`src/rtl/dmem_arbiter_pkg.sv`:
```
// Shared types and widths for the data-memory arbiter and its read-return tracker.
package dmem_arbiter_pkg;

  localparam int unsigned ADDR_W = 8;
  localparam int unsigned DATA_W = 16;

  // Encoding is visible on the board display: 0 idle, 1 cpu, 2 host.
  typedef enum logic [1:0] {
    StIdle = 2'd0,
    StCpu  = 2'd1,
    StHost = 2'd2
  } arb_state_e;

  typedef enum logic {
    TagCpu  = 1'b0,
    TagHost = 1'b1
  } req_tag_e;

endpackage

```
`src/rtl/dmem_rd_tracker.sv`:
```
// Tracks the one outstanding read and steers the memory's return data to the requester.
module dmem_rd_tracker
  import dmem_arbiter_pkg::*;
(
  input  logic              clk,
  input  logic              reset,
  input  logic              rd_cpu,
  input  logic              rd_host,
  input  logic [DATA_W-1:0] mem_rdata,
  output logic              cpu_rvalid,
  output logic [DATA_W-1:0] cpu_rdata,
  output logic              host_rvalid,
  output logic [DATA_W-1:0] host_rdata
);

  logic              pend_q;
  req_tag_e          tag_q;
  logic [DATA_W-1:0] cpu_rdata_q;
  logic [DATA_W-1:0] host_rdata_q;

  // A return in flight when reset rises is discarded.
  always_comb begin
    cpu_rvalid  = 1'b0;
    host_rvalid = 1'b0;
    if (pend_q && !reset) begin
      cpu_rvalid  = (tag_q == TagCpu);
      host_rvalid = (tag_q == TagHost);
    end
  end

  // The memory's data is presented in the return cycle and held afterwards.
  assign cpu_rdata  = cpu_rvalid  ? mem_rdata : cpu_rdata_q;
  assign host_rdata = host_rvalid ? mem_rdata : host_rdata_q;

  always_ff @(posedge clk) begin
    if (reset) begin
      pend_q       <= 1'b0;
      tag_q        <= TagCpu;
      cpu_rdata_q  <= '0;
      host_rdata_q <= '0;
    end else begin
      pend_q <= rd_cpu | rd_host;
      tag_q  <= rd_host ? TagHost : TagCpu;
      if (cpu_rvalid) begin
        cpu_rdata_q <= mem_rdata;
      end
      if (host_rvalid) begin
        host_rdata_q <= mem_rdata;
      end
    end
  end

endmodule

```
`src/rtl/dmem_arbiter.sv`:
```
// Two-port data-memory arbiter: processor has priority, host is forced a grant after starving.
module dmem_arbiter
  import dmem_arbiter_pkg::*;
#(
  parameter int unsigned STARVE_MAX = 4
) (
  input  logic              clk,
  input  logic              reset,
  input  logic              cpu_req,
  input  logic              cpu_wr,
  input  logic [ADDR_W-1:0] cpu_addr,
  input  logic [DATA_W-1:0] cpu_wdata,
  output logic              cpu_ack,
  output logic              cpu_rvalid,
  output logic [DATA_W-1:0] cpu_rdata,
  input  logic              host_req,
  input  logic              host_wr,
  input  logic [ADDR_W-1:0] host_addr,
  input  logic [DATA_W-1:0] host_wdata,
  output logic              host_ack,
  output logic              host_rvalid,
  output logic [DATA_W-1:0] host_rdata,
  output logic [ADDR_W-1:0] mem_addr,
  output logic [DATA_W-1:0] mem_wdata,
  output logic              mem_wr,
  input  logic [DATA_W-1:0] mem_rdata,
  output logic [1:0]        arb_state
);

  localparam logic [3:0] StarveLimit = 4'(STARVE_MAX);

  arb_state_e state_q;
  logic [3:0] starve_q;
  logic       host_force;
  logic       cpu_gnt;
  logic       host_gnt;

  assign host_force = host_req && (starve_q == StarveLimit);

  always_comb begin
    cpu_gnt  = 1'b0;
    host_gnt = 1'b0;
    if (!reset) begin
      if (host_force) begin
        host_gnt = 1'b1;
      end else if (cpu_req) begin
        cpu_gnt = 1'b1;
      end else if (host_req) begin
        host_gnt = 1'b1;
      end
    end
  end

  always_comb begin
    mem_addr  = '0;
    mem_wdata = '0;
    mem_wr    = 1'b0;
    if (cpu_gnt) begin
      mem_addr  = cpu_addr;
      mem_wdata = cpu_wdata;
      mem_wr    = cpu_wr;
    end else if (host_gnt) begin
      mem_addr  = host_addr;
      mem_wdata = host_wdata;
      mem_wr    = host_wr;
    end
  end

  assign cpu_ack   = cpu_gnt;
  assign host_ack  = host_gnt;
  assign arb_state = state_q;

  always_ff @(posedge clk) begin
    if (reset) begin
      state_q  <= StIdle;
      starve_q <= '0;
    end else begin
      unique case ({host_gnt, cpu_gnt})
        2'b01:   state_q <= StCpu;
        2'b10:   state_q <= StHost;
        default: state_q <= StIdle;
      endcase
      if (!host_req || host_gnt) begin
        starve_q <= '0;
      end else if (starve_q != StarveLimit) begin
        starve_q <= starve_q + 4'd1;
      end
    end
  end

  dmem_rd_tracker u_rd_tracker (
    .clk        (clk),
    .reset      (reset),
    .rd_cpu     (cpu_gnt & ~cpu_wr),
    .rd_host    (host_gnt & ~host_wr),
    .mem_rdata  (mem_rdata),
    .cpu_rvalid (cpu_rvalid),
    .cpu_rdata  (cpu_rdata),
    .host_rvalid(host_rvalid),
    .host_rdata (host_rdata)
  );

endmodule

```
`config.mk`:
```
export PLATFORM = sky130hd
export DESIGN_NAME = dmem_arbiter
export DESIGN_NICKNAME = d
export VERILOG_FILES = /design/src/rtl/dmem_arbiter_pkg.sv /design/src/rtl/dmem_rd_tracker.sv /design/src/rtl/dmem_arbiter.sv
export SDC_FILE = /design/constraint.sdc
export NUM_CORES = 1
export LEC_CHECK = 0
export BUFFER_PORTS_ARGS = -buffer_cell sky130_fd_sc_hd__buf_4
export CAP_MARGIN = 20
export CORE_MARGIN = 2
export CORE_UTILIZATION = 46
export CTS_BUF_LIST = sky130_fd_sc_hd__clkbuf_2 sky130_fd_sc_hd__clkbuf_4 sky130_fd_sc_hd__clkbuf_8
export DETAILED_ROUTE_END_ITERATION = 7
export PLACE_DENSITY_LB_ADDON = 0.25
export SYNTH_ARGS = -nofsm -noshare
export SYNTH_HDL_FRONTEND = slang
export SYNTH_SLANG_ARGS = --single-unit
```
`constraint.sdc`:
```
create_clock -name clk -period 3.6 [get_ports clk]
set_clock_uncertainty 0.2 [all_clocks]
set_input_delay 0.18 -clock clk [delete_from_list [all_inputs] [get_ports clk]]
set_output_delay 0.18 -clock clk [all_outputs]
set_load 0.005 [all_outputs]
```
Word level (Yosys, flattened, before mapping)
Cells that the tools add are included.

Register bits: 40. Memory bits (writable): 0. Word-level logic and storage cells: 42. Bits in latches: 0. Memories: 0. Output and inout port bits: 63. Input port bits: 70. ROM bits: 0.

Multipliers: 0. Bitwise gates (word level): 6. $lt $le $gt $ge: 0. Shift operators: 0. $add $sub $neg: 1. Div/mod/pow operators: 0. Reductions and logical operators: 6. Eq/ne operators: 4. Mux-type cells: 19.

Operators by type and width (count): $mux 16 (4); $mux 8 (2); $mux 1 (12); $add 4x1->4 const B (1); $eq 4x3->1 const B (1); $ne 4x3->1 const B (1); $pmux 2 s2 (1); $not 1->1 (3); $and 1x1->1 (2); $eq 2x1->1 const B (1); $eq 2x2->1 const B (1); $logic_and 1x1->1 (2); $logic_not 1->1 (2); $reduce_or 2->1 (1); $logic_or 1x1->1 (1); $or 1x1->1 (1).

Logic depth before layout (Yosys ltp)
Gate-level depths: netlist (run 1).

Word-level depth: 6. Depth in mapped cells: 8. Depth with buffers taken out: 5.

By module
Synthesis (run 1) repeated with hierarchy kept, for this count alone.

Cell total of the unflattened synthesis: 244. Area total of the unflattened synthesis: 2199.6 µm².

By module, submodules not included: dmem_rd_tracker (seq. area each 680.7 µm², instances 1, area an instance 1630.3 µm², cells each 185); dmem_arbiter (seq. area each 120.1 µm², instances 1, area an instance 569.3 µm², cells each 59).

Worst setup path before layout (run 1)
Ideal clock, no wire load.

Path type: reg2out. Start: reg starve_q[0]. End: out mem_addr[0]. Slack: 1.699 ns. Data required time: 3.220 ns. Cell stages (with the launch flop): 9. Arrival: 1.521 ns. Path buffers: 3. Cell sequence: dfxtp_1 -> inv_1 -> ha_1 -> and3b_1 -> buf_2 -> o211a_1 -> buf_6 -> buf_6 -> a22o_1.

Cells in the longest elaborated chain, start to end: 6. Elaborated cells on any way between the ends: 8. Classes of those cells: eq/ne: 1; mux: 6; reduce/logical: 1.

RTL lines: start: declaration (RTL line dmem_arbiter.sv:33) `logic [3:0] starve_q;`; start signal: assignment (RTL line dmem_arbiter.sv:86) `starve_q <= starve_q + 4'd1;`; $eq 4x3->1 (RTL line dmem_arbiter.sv:38) `assign host_force = host_req && (starve_q == StarveLimit);`; $logic_and 1x1->1 (RTL line dmem_arbiter.sv:38); $mux 1 (RTL line dmem_arbiter.sv:44) `if (host_force) begin`; $mux 1 (RTL line dmem_arbiter.sv:43) `if (!reset) begin`; via host_ack (RTL line dmem_arbiter.sv:20) `output logic host_ack,`; $mux 8 (RTL line dmem_arbiter.sv:62) `end else if (host_gnt) begin`; $mux 8 (RTL line dmem_arbiter.sv:58) `if (cpu_gnt) begin`; end: declaration (RTL line dmem_arbiter.sv:23) `output logic [ADDR_W-1:0] mem_addr,`.

The timed path passes the listed nets, and every way through them passes these cells.

Worst setup path in the final report (run 1)
Start: reg starve_q[0]. End: out mem_wdata[0].

Cells in the longest elaborated chain, start to end: 6. Elaborated cells on any way between the ends: 8. Classes of those cells: eq/ne: 1; mux: 6; reduce/logical: 1.

RTL lines: $eq 4x3->1 (*) (RTL line dmem_arbiter.sv:38); $logic_and 1x1->1 (*) (RTL line dmem_arbiter.sv:38); $mux 1 (RTL line dmem_arbiter.sv:44); $mux 1 (RTL line dmem_arbiter.sv:43); $mux 16 (RTL line dmem_arbiter.sv:62); $mux 16 (*) (RTL line dmem_arbiter.sv:58); end: declaration (RTL line dmem_arbiter.sv:24) `output logic [DATA_W-1:0] mem_wdata,`.

Every way passes the cells marked *; elsewhere a longest branch is shown, timed or not.

==> metrics.md, run 1 <==
| Metric | Value |
|---|---|
| Status | completed |
| # setup viols final | 0 |
| First-pass GRT wire length | 6955 um |
| Reg clk slew, reported paths | 70 ps |
| Hold_buf cts | 3 |
| # port buffers | 132 |
| Final hold vios | 0 |
| Worst Tran Pin Value | 1079 ps |
| Clk root buf | clkbuf_8 |
| FF-to-FF path depth | 3 |
| GRT met2 Usage | 36.06% |
| CP endpoint | mem_wdata[0] |
| Design area | 0.003033 mm^2 |
| Initial antenna violation count | 0 |
| Final Non-Filler Cells | 352 |
| Met3 usage | 6.656% |
| Site Rows | 23 |
| GRT Resource Usage Total | 20.66% |
| Largest family of logic cells by synthesized area | multiplexers |
| Fin Hold WS | 37.23 ps |
| Overall power | 994.2 uW |
| Global placement routability congestion | 0.6909 |
| Flop-to-flop setup slack | 1410 ps |
| Routed vias/inst | 4.977 |
| Type of origin of the critical path | flip-flop |
| Req. time, crit path | 3220 ps |
| DR WL/cell | 14.20 um |
| Cells after synthesis | 169 |
| Internal Power | 780.8 uW |
| Die Width | 68.53 um |
| First-pass DRT Iterations | 4 |
| Total die area | 0.004696 mm^2 |
| Nets@finish | 373 |
| RR Endpoint | u_rd_tracker.cpu_rdata_q[6] |
| Post-CTS setup buffer count | 0 |
| Mux contribution to synthesized area | 21.10% |
| Yosys cell types | 23 |
| Area growth, synth to finish | 58.33% |
| Seq pwr share | 45.7% |
| DR iter-0 viols | 45 |
| Layout cells sized above 1 | 58.61% |
| Worst skew pair latency | 290 ps |
| Pre-CTS WS | 1345 ps |
| Clock share of power | 36.4% |
| Tmin final | 2611 ps |
| Crit. End Element | output pin |
| Reg-to-Reg Start | u_rd_tracker.pend_q |
| # Max-Cap Violations | 0 |
| Cts bufs inserted | 5 |
| Slew Limit Fails | 0 |
| Clock Sinks | 40 |
| Setup TNS | 0 ps |
| Top Usage Layer GRT | met2 |
| Combinational share of power | 17.9% |
| Sw Pwr | 213.4 uW |
| RSZ-0062 raised after global routing | no |
| Vias in the first global route | 1,556 |
| Final ANT Viol Nets | 0 |
| Vias | 1,752 |
| Synth Area per Inst | 11.33 um^2 |
| CTS tree | done |
| Post-DP HPWL | 3849 um |
| CP max FO | 28 |
| # DRC | 0 |
| Post-Synth Adder-Cell Area | 1.306% |
| Syn. warnings | 0 |
| Max Freq | 383.0 MHz |
| Worst setup path category | reg2out |
| Fin crit share | 72.53% |
| Largest net degree at the start of global routing | 35 |
| Number of H-tree levels | 2 |
| Worst min path class | in2reg |
| Total core area | 0.004000 mm^2 |
| Post-Synth Simple-Gate Area | 15.28% |
| #FFs+latches synth | 40 |
| Ant diodes | 0 |
| Grt met1 use | 21.50% |
| Die Y | 68.53 um |
| Compound-cell area share of the yosys netlist | 14.04% |
| Pwr dens | 327.8 mW/mm^2 |
| Relative slew slack | 28.02% |
| Max Buffers Root-to-Sink | 2 |
| Starting Density | 47.89% |
| DP Area | 0.002892 mm^2 |
| Synthesized cell area | 0.001916 mm^2 |
| Sequential share of the synthesized area | 41.80% |
| Final WL | 4999 um |
| Cts repair resizes | 0 |
| Final WS setup | 988.9 ps |
| Maximum VDD drop | 0.1379 mV |
| Post-Synth XOR/XNOR Area | 0.4572% |
| Core Util, Final | 75.82% |
| Top Ports | 133 |
| Setup crit start | starve_q[0] |
| Post-Syn Nets | 241 |
| Worst EP arrival | 2230 ps |
| GRT overflow | 0 |
| Placed cell count | 341 |
| Sw frac | 21.46% |
| Static leakage | 1.596 nW |
[area by class of cell]
| type | instances | area (um^2) |
|---|---|---|
| timing repair buffer | 136 | 1028 |
| multi-input combinational | 110 | 999.7 |
| fill | 311 | 967.2 |
| sequential | 40 | 800.8 |
| clock buffer | 6 | 76.32 |
| tap | 50 | 62.56 |
| clock inverter | 2 | 35.03 |
| inverter | 8 | 30.03 |
[layout by cell type (no fill, tap or decap)]
cell,netlist,final
dlygate4sd3_1,0,3
a21oi_4,1,1
inv_1,8,8
xnor2_1,1,1
a22o_1,26,26
clkbuf_4,0,1
nor3b_4,1,1
ha_1,2,2
mux2i_1,1,1
and3b_1,1,1
dfxtp_1,40,40
clkbuf_8,0,5
mux2_2,23,23
o211a_1,2,2
mux2_4,9,9
bufinv_16,0,1
or3b_2,1,1
nand3_1,1,1
nand3b_4,1,1
a21oi_1,1,1
nand2b_1,1,1
and2_1,33,33
buf_4,0,133
clkinv_2,0,1
nor2_1,5,5
[worst min-delay path by stage]
| stage | cells after the start | slack (ps) | start | end |
|---|---|---|---|---|
| after global routing | 3 | 40 | mem_rdata[12] | u_rd_tracker.cpu_rdata_q[12] |
| after global placement | 2 | 210 | host_req | arb_state[0] |
| final | 3 | 40 | cpu_req | arb_state[1] |
| after detailed placement | 2 | 220 | host_req | arb_state[0] |
| after CTS | 3 | 30 | cpu_req | arb_state[1] |
| after floorplan | 1 | 70 | host_req | arb_state[0] |
[logic make-up (layout without fill, tap and decap cells)]
group | Yosys count | in the layout
AND/OR/NAND/NOR | 44 | 44
XOR/XNOR | 1 | 1
buffers and inverters | 19 | 152
flip-flops | 40 | 40
adder cells (fa/ha/maj) | 2 | 2
AO/OA/AOI/OAI | 30 | 30
multiplexers | 33 | 33
[layer usage]
metal	part of all wire, %	wire [um]
met5	0	0
met4	3.3	166
met3	8.5	427
met2	52	2590
met1	36	1814
[synth_stat cells]
cell	instances	area share [%]
dfxtp_1	40	42
and2_1	33	11
a22o_1	26	12
mux2_2	23	14
mux2_4	9	7.1
inv_1	8	1.6
nor2_1	5	0.98
buf_2	4	1.0
buf_6	3	1.8
clkbuf_1	3	0.59
ha_1	2	1.3
o211a_1	2	1.0
a21oi_1	1	0.26
a21oi_4	1	0.85
and3b_1	1	0.46
buf_12	1	1.0
mux2i_1	1	0.52
nand2b_1	1	0.33
nand3_1	1	0.26
nand3b_4	1	1.0
nor3b_4	1	0.98
or3b_2	1	0.46
xnor2_1	1	0.46
[state kept, by name (all words and copies together) (netlist names)]
signal / count
u_rd_tracker.cpu_rdata_q: 16
u_rd_tracker.host_rdata_q: 16
starve_q: 4
arb_state: 2
u_rd_tracker.pend_q: 1
u_rd_tracker.tag_q: 1
[critical path: stages, from the launching register on]
cell     delay, ps
dfxtp_1        350
inv_1           60
ha_1           160
and3b_1        290
o211a_1        710
a22o_1         240
buf_4          120
[power groups by stage]
stage / Combinational [mW] / Clock [mW] / Sequential, mW
2_1_floorplan: 0.0665 / 0 / 0.464
3_3_place_gp: 0.174 / 0 / 0.464
3_5_place_dp: 0.177 / 0 / 0.464
4_1_cts: 0.180 / 0.370 / 0.454
5_1_grt: 0.192 / 0.392 / 0.455
6_report: 0.178 / 0.362 / 0.454
No activity file was read; power rests on OpenSTA's default activity.
==> run 2, diff against run 1 <==
--- a/config.mk
+++ b/config.mk
@@ -8,7 +8,7 @@
 export BUFFER_PORTS_ARGS = -buffer_cell sky130_fd_sc_hd__buf_4
 export CAP_MARGIN = 20
 export CORE_MARGIN = 2
-export CORE_UTILIZATION = 46
+export CORE_UTILIZATION = 38
 export CTS_BUF_LIST = sky130_fd_sc_hd__clkbuf_2 sky130_fd_sc_hd__clkbuf_4 sky130_fd_sc_hd__clkbuf_8
 export DETAILED_ROUTE_END_ITERATION = 7
 export PLACE_DENSITY_LB_ADDON = 0.25
==> constraint.sdc (replaced) <==
create_clock -name clk -period 2.4 [get_ports clk]
set_clock_uncertainty 0.2 [all_clocks]
set_input_delay 0.12 -clock clk [delete_from_list [all_inputs] [get_ports clk]]
set_output_delay 0.12 -clock clk [all_outputs]
set_load 0.005 [all_outputs]
==> run 2 against run 1 <==
Effect of this change:
- sequential share of layout area fell by 1.7 points
- register-to-register slack got worse by 790 ps
- combinational power grew 62%
- via count increased by 1.4%
- critical path depth increased by 1
- highest routed layer unchanged
- first-iteration DRC count down 40%
- wire length is essentially flat
- count of clock-buffer cells in the layout is 1 higher
- largest cell class unchanged
==> metrics.md, run 2 (same netlist as run 1, synthesis figures left out) <==
| Metric | Value |
|---|---|
| Req. time, crit path | 2080 ps (-1140 ps) |
| GRT overflow | 0 (unchanged) |
| Site Rows | 25 (+8.7%) |
| RSZ-0062 raised after global routing | no |
| Die Y | 75 um (+9.4%) |
| Post-DP HPWL | 3783 um (-1.7%) |
| Setup TNS | 0 ps (unchanged) |
| Die Width | 75 um (+9.4%) |
| Final WS setup | 138.2 ps (-850.7 ps) |
| Routed vias/inst | 4.601 (-7.6%) |
| First-pass DRT Iterations | 5 (+1) |
| Final Non-Filler Cells | 386 (+9.7%) |
| Reg clk slew, reported paths | 70 ps (about the same) |
| Global placement routability congestion | 0.7557 (+9.4%) |
| Most common cell after layout, fill and taps aside | buf_4 |
| Routed length on met2 | 2695 um (+4.1%) |
| Largest net degree at the start of global routing | 34 (-2.9%) |
| Biggest regs | u_rd_tracker.cpu_rdata_q x16, u_rd_tracker.host_rdata_q x16, starve_q x4 |
| Initial antenna violation count | 0 (unchanged) |
| Maximum VDD drop | 0.2884 mV (+110%) |
| Status | completed |
| # DRC | 0 (unchanged) |
| Total core area | 0.004786 mm^2 (+20%) |
| Final ANT Viol Nets | 0 (unchanged) |
| Max Freq | 442.1 MHz |
| Total die area | 0.005625 mm^2 (+20%) |
| Met1 Wirelength | 1887 um (+4.0%) |
| Pwr dens | 479.1 mW/mm^2 (+46%) |
| # setup viols final | 0 (unchanged) |
| Fin crit share | 94.24% |
| Layout cells sized above 1 | 56.74% (-1.9 points) |
| # port buffers | 132 (unchanged) |
| Vias | 1,776 (+1.4%) |
| Vias in the first global route | 1,696 (+9.0%) |
| Fin Hold WS | 6.579 ps (-30.65 ps) |
| Crit. End Element | output pin |
| Flop-to-flop setup slack | 620 ps (-790 ps) |
| Relative slew slack | 80.25% (+52 points) |
| Final WL | 5000 um (about the same) |
| Worst EP arrival | 1940 ps (-290 ps) |
| RR Endpoint | starve_q[3] |
| Overall power | 1.552 mW (+56%) |
| Setup crit start | starve_q[0] |
| CTS tree | done |
| Max Buffers Root-to-Sink | 2 (unchanged) |
| Met3 wire len | 384 um (-10%) |
| Placed cell count | 361 (+5.9%) |
| FF-to-FF path depth | 5 (+2) |
| Static leakage | 1.671 nW (+4.7%) |
| Starting Density | 40.03% (-7.9 points) |
| Top Ports | 133 (unchanged) |
| DR iter-0 viols | 27 (-40%) |
| Worst Tran Pin Value | 296.2 ps (-782.3 ps) |
| Worst skew pair latency | 290 ps (about the same) |
| CP endpoint | mem_addr[7] |
| CP max FO | 27 (-3.6%) |
| Number of H-tree levels | 2 (unchanged) |
| Type of origin of the critical path | flip-flop |
| DR WL/cell | 12.95 um (-8.8%) |
| Tmin final | 2262 ps |
| Worst min path class | in2reg |
| Most frequent cells in the layout | buf_4, dfxtp_1, and2_1, a22o_1, mux2_2 |
| Filler Cell Count | 397 (+28%) |
| GRT Resource Usage Total | 17.67% (-3.0 points) |
| Cts bufs inserted | 5 (unchanged) |
| Nets@finish | 390 (+4.6%) |
| Reg-to-Reg Start | starve_q[0] |
| Pre-CTS WS | 157.6 ps (-1188 ps) |
| # Max-Cap Violations | 0 (unchanged) |
| Slew Limit Fails | 0 (unchanged) |
| Post-CTS setup buffer count | 0 (unchanged) |
| Worst setup path category | reg2out |
| Clk root buf | clkbuf_8 |
| Final hold vios | 0 (unchanged) |
| First-pass GRT wire length | 7424 um (+6.7%) |
| Ant diodes | 0 (unchanged) |
| Area growth, synth to finish | 69.11% |
| Clock Sinks | 40 (unchanged) |
| Top sig layer | met4 |
## run 2: how the worst min path moves through the flow
stage / start / to / slack [ps] / cells past startpoint
after CTS: mem_rdata[3] / u_rd_tracker.host_rdata_q[3] / 2 / 3
after global placement: host_req / arb_state[0] / 160 / 2
final: mem_rdata[15] / u_rd_tracker.host_rdata_q[15] / 7 / 3
after detailed placement: host_req / arb_state[0] / 160 / 2
after floorplan: host_req / arb_state[0] / 10 / 1
after global routing: mem_rdata[15] / u_rd_tracker.cpu_rdata_q[15] / 7 / 3
## run 2: final cells by class
cell class,count,area [um^2],area share (%)
repair buffers,153,1191,36.77
clock buffers,7,96.34,2.974
clock inverters,1,30.03,0.9270
inverters,8,30.03,0.9270
well taps,67,83.83,2.588
multi-input cells,110,1007,31.09
flip-flops and latches,40,800.8,24.72
## run 2: where the power goes
group	switching [mW]	leakage, nW	internal, mW	total, mW
sequential	0.00490	0.324	0.676	0.681
clock	0.216	0.0645	0.367	0.582
combinational	0.0955	1.28	0.193	0.289
total	0.316	1.67	1.24	1.55
## run 2: worst max-delay path: stages (launching register included)
cell and delay, ps:
dfxtp_1 370, inv_1 60, ha_1 200, and3b_1 240, a21oi_4 160, buf_4 280, a22o_1 220, buf_4 120
## run 2: per-stage QoR
| step | area, um^2 | util [%] |
|---|---|---|
| 2_1_floorplan | 1916 | - |
| 3_3_place_gp | 2935 | 61.33 |
| 3_5_place_dp | 2935 | 61.33 |
| 4_1_cts | 3239 | 67.69 |
| 5_1_grt | 3239 | 67.69 |
| 6_report | 3239 | 67.69 |
## run 2: layer usage
layer,GRT usage (%),vias to the layer above
met5,0,-
li1,-,889
met4,5.952,0
met2,32.85,90
met1,18.93,795
met3,5.221,2
## run 2: repair_timing
item / 4_1_cts / 5_1_grt
setup endpoints to repair: 25 / 0
hold endpoints to repair: 26 / 0
resized for setup: 2 / 0
hold buffers: 17 / 0
